--- config.mk ---
export PLATFORM = sky130hd
export DESIGN_NAME = bulk_in_packet_arbiter
export DESIGN_NICKNAME = d
export VERILOG_FILES = /design/src/rtl/bulk_arb_pkg.sv /design/src/rtl/rr_priority_select.sv /design/src/rtl/bulk_in_packet_arbiter.sv
export SDC_FILE = /design/constraint.sdc
export NUM_CORES = 1
export LEC_CHECK = 0
export ABC_AREA = 0
export CAP_MARGIN = 15
export CORE_UTILIZATION = 25
export DETAILED_ROUTE_END_ITERATION = 8
export SYNTH_ARGS = -nofsm -noshare
export SYNTH_HDL_FRONTEND = slang
export SYNTH_HIERARCHICAL = 1
export SYNTH_SLANG_ARGS = --single-unit
--- constraint.sdc ---
create_clock -name aclk -period 2.5 [get_ports aclk]
set_input_delay 0.5 -clock aclk [delete_from_list [all_inputs] [get_ports aclk]]
set_output_delay 0.5 -clock aclk [all_outputs]
set_load 0.1 [all_outputs]
--- src/rtl/bulk_arb_pkg.sv ---
// Shared definitions for the bulk IN packet arbiter: FSM state encodings,
// the header tag nibble and the largest supported source count.
package bulk_arb_pkg;

   // Arbiter FSM states; ST_HDR is only reachable when BULK_ARB_HEADER_EN is defined
   typedef enum logic [1:0] {
      ST_IDLE = 2'd0,
      ST_HDR  = 2'd1,
      ST_XFER = 2'd2
   } arb_state_t;

   // Upper nibble of the optional per-packet header byte
   localparam logic [3:0] HDR_TAG = 4'hA;

   // Largest source count; the header byte carries the grant index in 4 bits
   localparam int MAX_SRC = 16;

endpackage

--- src/rtl/rr_priority_select.sv ---
// Combinational round-robin selector: returns the first asserted request at
// or after the pointer position, wrapping past the top index back to 0.
module rr_priority_select #(
   parameter int NUM_SRC = 4
) (
   input  logic [NUM_SRC-1:0]         req,
   input  logic [$clog2(NUM_SRC)-1:0] ptr,
   output logic [NUM_SRC-1:0]         onehot,
   output logic [$clog2(NUM_SRC)-1:0] idx,
   output logic                       found
);

   localparam int IDX_W = $clog2(NUM_SRC);

   // Scan all positions starting at ptr; the first hit wins
   always_comb begin
      int j;
      onehot = '0;
      idx    = '0;
      found  = 1'b0;
      j      = 0;
      for (int k = 0; k < NUM_SRC; k++) begin
         j = int'(ptr) + k;
         if (j >= NUM_SRC) begin
            j = j - NUM_SRC;
         end
         if (!found && req[j]) begin
            found     = 1'b1;
            onehot[j] = 1'b1;
            idx       = IDX_W'(j);
         end
      end
   end

endmodule

--- src/rtl/bulk_in_packet_arbiter.sv ---
// Packet-granular round-robin arbiter that merges NUM_SRC byte-wide AXI4-Stream
// producers onto the single bulk IN stream of the USB core. Output packets are
// cut at MAX_PKT bytes; a cut source keeps its remaining bytes for a later packet.
// Optional feature macro: BULK_ARB_HEADER_EN (prefixes each packet with the
// byte {HDR_TAG, grant index}; that byte counts toward MAX_PKT).
module bulk_in_packet_arbiter
   import bulk_arb_pkg::*;
#(
   parameter int NUM_SRC = 4,
   parameter int MAX_PKT = 512
) (
   input  logic                   aclk,
   input  logic                   aresetn,
   input  logic [NUM_SRC-1:0]     s_axis_tvalid_i,
   output logic [NUM_SRC-1:0]     s_axis_tready_o,
   input  logic [NUM_SRC-1:0]     s_axis_tlast_i,
   input  logic [8*NUM_SRC-1:0]   s_axis_tdata_i,
   output logic                   m_axis_tvalid_o,
   input  logic                   m_axis_tready_i,
   output logic                   m_axis_tlast_o,
   output logic [7:0]             m_axis_tdata_o,
   output logic [NUM_SRC-1:0]     grant_o,
   output logic                   busy_o
);

   localparam int IDX_W = $clog2(NUM_SRC);
   localparam int CNT_W = $clog2(MAX_PKT + 1);

   localparam logic [CNT_W-1:0] CNT_LAST = CNT_W'(MAX_PKT - 1);
   localparam logic [CNT_W-1:0] CNT_ONE  = CNT_W'(1);
   localparam logic [IDX_W-1:0] IDX_LAST = IDX_W'(NUM_SRC - 1);
   localparam logic [IDX_W-1:0] IDX_ONE  = IDX_W'(1);

`ifdef BULK_ARB_HEADER_EN
   localparam arb_state_t ST_FIRST = ST_HDR;
`else
   localparam arb_state_t ST_FIRST = ST_XFER;
`endif

   arb_state_t         state;
   arb_state_t         state_nxt;
   logic [NUM_SRC-1:0] grant;
   logic [NUM_SRC-1:0] grant_nxt;
   logic [IDX_W-1:0]   gidx;
   logic [IDX_W-1:0]   gidx_nxt;
   logic [IDX_W-1:0]   rr_ptr;
   logic [IDX_W-1:0]   rr_nxt;
   logic [CNT_W-1:0]   count;
   logic [CNT_W-1:0]   count_nxt;

   logic [NUM_SRC-1:0] pick_onehot;
   logic [IDX_W-1:0]   pick_idx;
   logic               pick_found;
   logic               beat_done;

`ifdef BULK_ARB_HEADER_EN
   logic [$clog2(MAX_SRC)-1:0] hdr_idx;
   assign hdr_idx = ($clog2(MAX_SRC))'(gidx);
`endif

   rr_priority_select #(
      .NUM_SRC (NUM_SRC)
   ) u_rr (
      .req    (s_axis_tvalid_i),
      .ptr    (rr_ptr),
      .onehot (pick_onehot),
      .idx    (pick_idx),
      .found  (pick_found)
   );

   assign grant_o = grant;
   assign busy_o  = (state != ST_IDLE);

   // State, grant, round-robin pointer and byte counter registers
   always_ff @(posedge aclk or negedge aresetn) begin
      if (!aresetn) begin
         state  <= ST_IDLE;
         grant  <= '0;
         gidx   <= '0;
         rr_ptr <= '0;
         count  <= '0;
      end else begin
         state  <= state_nxt;
         grant  <= grant_nxt;
         gidx   <= gidx_nxt;
         rr_ptr <= rr_nxt;
         count  <= count_nxt;
      end
   end

   // Next-state logic and stream muxing; m_tvalid never looks at m_tready
   always_comb begin
      state_nxt       = state;
      grant_nxt       = grant;
      gidx_nxt        = gidx;
      rr_nxt          = rr_ptr;
      count_nxt       = count;
      m_axis_tvalid_o = 1'b0;
      m_axis_tlast_o  = 1'b0;
      m_axis_tdata_o  = '0;
      s_axis_tready_o = '0;
      beat_done       = 1'b0;

      case (state)
         ST_IDLE: begin
            // Register the pick; no data moves during the arbitration cycle
            if (pick_found) begin
               grant_nxt = pick_onehot;
               gidx_nxt  = pick_idx;
               count_nxt = '0;
               state_nxt = ST_FIRST;
            end
         end

`ifdef BULK_ARB_HEADER_EN
         ST_HDR: begin
            // Header occupies the first byte slot of the packet; sources are held off
            m_axis_tvalid_o = 1'b1;
            m_axis_tdata_o  = {HDR_TAG, hdr_idx};
            beat_done       = m_axis_tready_i;
            if (beat_done) begin
               count_nxt = count + CNT_ONE;
               state_nxt = ST_XFER;
            end
         end
`endif

         ST_XFER: begin
            m_axis_tvalid_o = s_axis_tvalid_i[gidx];
            m_axis_tdata_o  = s_axis_tdata_i[int'(gidx)*8 +: 8];
            // A full packet is closed towards the core even if the source is mid-frame
            m_axis_tlast_o  = s_axis_tlast_i[gidx] | (count == CNT_LAST);
            s_axis_tready_o = grant & {NUM_SRC{m_axis_tready_i}};
            beat_done       = m_axis_tvalid_o & m_axis_tready_i;
            if (beat_done) begin
               if (m_axis_tlast_o) begin
                  state_nxt = ST_IDLE;
                  count_nxt = '0;
                  grant_nxt = '0;
                  gidx_nxt  = '0;
                  rr_nxt    = (gidx == IDX_LAST) ? '0 : gidx + IDX_ONE;
               end else begin
                  count_nxt = count + CNT_ONE;
               end
            end
         end

         default: begin
            state_nxt = ST_IDLE;
            grant_nxt = '0;
            count_nxt = '0;
         end
      endcase
   end

endmodule

# Word level (Yosys, flattened, before mapping)
# Cells that the tools add are included.
[totals]
in_bits = 43
regBits = 20
out_inout_bits = 19
elab_cells = 116
[op_classes]
bitwise = 6
n_shift = 1
n_eq_ne = 6
n_addsub = 9
n_mux = 59
n_reduce_logical = 17
n_lt_le_gt_ge = 13
[ops]
columns = ["cell", "count"]
rows = [
  ["$ge A32 B1 Y1 const B", 4],
  ["$lt A32 B4 Y1 const B", 4],
  ["$mux W32", 4],
  ["$ge A32 B4 Y1 const B", 3],
  ["$sub A32 B4 Y32 const B", 3],
  ["$mux W4", 8],
  ["$shiftx A32 B6 Y8", 1],
  ["$mux W10", 3],
  ["$mux W1", 20],
  ["$pmux W10 S2", 1],
  ["$mux W2", 9],
  ["$bmux W1 S2", 6],
  ["$or A4 B4 Y4", 3],
  ["$add A10 B1 Y10 const B", 1],
  ["$eq A10 B9 Y1 const B", 1],
  ["$demux W1 S2", 4],
  ["$mux W8", 1],
  ["$pmux W2 S2", 2],
  ["$pmux W4 S2", 1],
  ["$logic_and A1 B1 Y1", 7],
  ["$add A2 B2 Y3 const B", 2],
  ["$ne A2 B2 Y1 const B", 3],
  ["$reduce_and A3 Y1", 2],
  ["$and A4 B4 Y4", 1],
  ["13 further kinds", 17],
]

# Logic depth before layout (Yosys ltp)
[depth]
word_depth = 17
mapped_depth = 13
mapped_depth_nobuf = 9

# By module
# Netlist, hierarchy kept.
[modules_own_cells]
columns = ["module", "cells_each", "instances", "area_each_um2"]
rows = [
  ["bulk_in_packet_arbiter", 133, 1, 1385.1],
  ["rr_priority_select", 48, 1, 460.4],
]

# Least setup slack after synthesis
# No wires, ideal clock.
[synth_path]
path_type = "register to output"
start = "register state[1]"
end = "output port m_axis_tvalid_o"
setup_slack_ns = -1.441
required_time_ns = 2.000
stages_incl_launch_ff = 3
t_arrival_ns = 3.441
path_buffers = 1
path_cell_list = "dfrtp_1 clkbuf_1 nor3b_1"
[synth_via]
elab_chain_cells = 2
[synth_lines]
columns = ["element", "line", "text"]
rows = [
  ["start: declaration", "bulk_in_packet_arbiter.sv:40", "arb_state_t state;"],
  ["start signal: assignment", "bulk_in_packet_arbiter.sv:83", "state <= state_nxt;"],
  ["$eq A2 B2 Y1", "bulk_in_packet_arbiter.sv:104", "case (state)"],
  ["$mux W1", "bulk_in_packet_arbiter.sv:104", ""],
  ["end: declaration", "bulk_in_packet_arbiter.sv:18", "output logic m_axis_tvalid_o,"],
]
# No other way between the ends.

# Final worst setup path
[layout_path]
start = "register gidx[0]"
end = "output port m_axis_tdata_o[7]"
[layout_via]
elab_chain_cells = 2
[layout_lines]
columns = ["element", "line", "text"]
rows = [
  ["start: declaration", "bulk_in_packet_arbiter.sv:44", "logic [IDX_W-1:0] gidx;"],
  ["start signal: assignment", "bulk_in_packet_arbiter.sv:85", "gidx <= gidx_nxt;"],
  ["$shiftx A32 B6 Y8", "bulk_in_packet_arbiter.sv:130", "m_axis_tdata_o = s_axis_tdata_i[int'(gidx)*8 +: 8];"],
  ["$mux W8", "bulk_in_packet_arbiter.sv:104", ""],
  ["end: declaration", "bulk_in_packet_arbiter.sv:21", "output logic [7:0] m_axis_tdata_o,"],
]
# No other way between the ends.

==> metrics.csv <==
metric,value,unit
outcome,finished clean,
insertion_delay,0.26,ns
synth_cell_type_count,47,
core_area,6940,sq um
h-tree-depth,1,
maxCapViolCount,0,
dp.cells,346,
finalSetupTns,0,ns
path_clk_slew,0.07,ns
ys_ff_latch,19,
drive_above_1_share,38.8,%
fin_skew,0.00133,ns
grt-ovfl-total,0,
drcViolationCount,0,
drt_iter0_markers,86,
peakVddDrop,0.860,mV
area_growth_syn_to_layout,60.5,%
portBuffers,61,
hold_buffers,0,
cp-start-kind,flop,
hpwl,3.92,mm
critPathKind,flop to primary output,
synth-async-reset-ratio,100,%
maxSlewViolCount,0,
die_h,87.9,um
detail_route.vias_per_cell,5.12,
post_drt_wl_per_cell,14.1,um
finalCritPeriodShare,95.3,%
fmax,0.420,GHz
rsz0062_at_grt,no,
synth_top_cell_by_area,dfrtp_1,
grt_usage,13.1,%
numCtsBuffers,3,
fp.dieArea,7730,sq um
cp.arrival,1.88,ns
cp.required,2.00,ns
initial_core_util,26.6,%
hold_class,flop to flop,
netlist_top_cells_area,"dfrtp_1 26%, mux4_2 9.8%, mux4_1 7.1%",
relSlewSlack,70.6,%
cts_sinks,19,
tightest_slew,0.441,ns
antenna_found_initial,0,
antenna_cells,0,
synth_edf_count,0,
power.density,1250,nW/um^2
cts_tree,done,
hold_viol,0,
setup_viol,0,
fin_nets,317,
period_minus_slack,2.38,ns
grt_pass1_wl,7.99,mm
cts-root-buf,clkbuf_8,
synth_cells,181,
dieWidth,87.9,um
fin_cells,359,
rows,30,
grt_max_degree,20,
syn_nets,234,
grt_pass1_vias,1738,
synth-main-ff-cell,dfrtp_1,
ant_nets,0,
syn_area,1850,sq um
ys_seq_area_share,25.8,%
routed_wl,5.05,mm
endpoint_kind,primary output,
yosysWarnings,6,
leakage,1.23,nW
dr.pass1.iters,4,
ios,62,
cts_buffer_depth,2,
num_vias,1837,
place_congestion,0.811,
mostFrequentLayoutCells,"34 x clkdlybuf4s50_1, 34 x buf_4, 16 x dfrtp_1",
avgSynthCellArea,10.2,sq um
cp_max_fo,10,
synth_top_area_share,25.8,%
-- cells in the mapped netlist, types with 2 or more instances --
cell type / instances
mux4_2: 8
clkbuf_1: 4
ha_1: 10
and2_1: 8
and3_1: 7
nor2_1: 5
inv_1: 14
a31oi_1: 3
mux4_1: 5
o21ai_0: 7
and4_1: 2
nand3_1: 7
a21oi_1: 4
nand2b_1: 3
nand2_1: 10
mux2_2: 8
nand4_1: 3
buf_6: 4
o22ai_1: 6
a22o_1: 6
buf_2: 4
a22oi_1: 9
nor2b_1: 2
dfrtp_1: 19
-- worst max-delay path: stages, from the launching register on --
cell and delay [ns]:
dfrtp_2 0.46, buf_4 0.20, mux4_1 0.57, and2_2 0.23
buf_12 0.16
-- worst paths after layout --
| kind | depth (start not counted) | slack (ns) | to | start |
|---|---|---|---|---|
| worst max-delay path | 4 | 0.12 | m_axis_tdata_o[7] | gidx[0] |
| min in group asynchronous | 2 | 0.58 | count[9] | aresetn |
| worst min register to register | 1 | 0.54 | count[0] | count[0] |
| worst max register to register | 9 | 0.17 | gidx[1] | rr_ptr[1] |
| max in group asynchronous | 2 | 1.69 | rr_ptr[0] | aresetn |
| worst min-delay path | 1 | 0.54 | count[0] | count[0] |
-- through the flow --
stage	hold WS (ns)	setup WS (ns)	util, %	power (W)	cell area [sq um]
finish	0.540	0.116	42.6	0.00370	2960
detailed placement	0.528	-0.341	40.8	0.00335	2830
global placement	0.519	-0.283	40.8	0.00332	2830
CTS	0.544	0.00238	41.5	0.00360	2880
floorplan	0.204	-0.0862	-	0.00246	1900
global route	0.583	0.0279	42.6	0.00390	2960
-- registers in the layout (all words and copies together) (netlist names) --
register and flops:
grant_o 4, gidx 2, state 1, rr_ptr 2, count 10
-- routing by layer --
metal	GRT usage, %	part of all wire [%]	vias up
met1	17.1	45	883
li1	-	-	863
met4	4.17	1.7	0
met2	21.7	43	84
met5	0	0	-
met3	2.73	9.8	7
-- power breakdown --
| part | leakage (nW) | switching (W) | internal (W) | total [W] |
|---|---|---|---|---|
| Sequential | 0.246 | 0.000127 | 0.000392 | 0.000519 |
| Combinational | 0.961 | 0.00169 | 0.00127 | 0.00296 |
| Clock | 0.0217 | 0.000107 | 0.000112 | 0.000220 |
-- cells by family (layout without fill, tap and decap cells) --
family	after synthesis	count (layout)	share of synthesized area (%)
DFF	19	19	25.8
adders and majority gates	10	10	6.78
AOI/OAI and AO/OA	48	48	20.1
and+or+nand+nor	55	55	17.7
buffers and inverters	27	109	7.39
muxes	22	22	22.3
-- cell type report --
| type | count | area, sq um |
|---|---|---|
| multi-input combinational | 135 | 1310 |
| inverter | 14 | 57.6 |
| fill | 649 | 3980 |
| sequential | 19 | 479 |
| timing repair buffer | 91 | 951 |
| tap | 96 | 120 |
| clock inverter | 1 | 7.51 |
| clock buffer | 3 | 41.3 |
-- what timing repair did --
item	in CTS	in global routing
buffers inserted	1	7
gates resized for setup	11	10
cloned	1	0
setup endpoints to repair	10	17
pin swaps	0	5
Power figures use the tool's default switching activity.
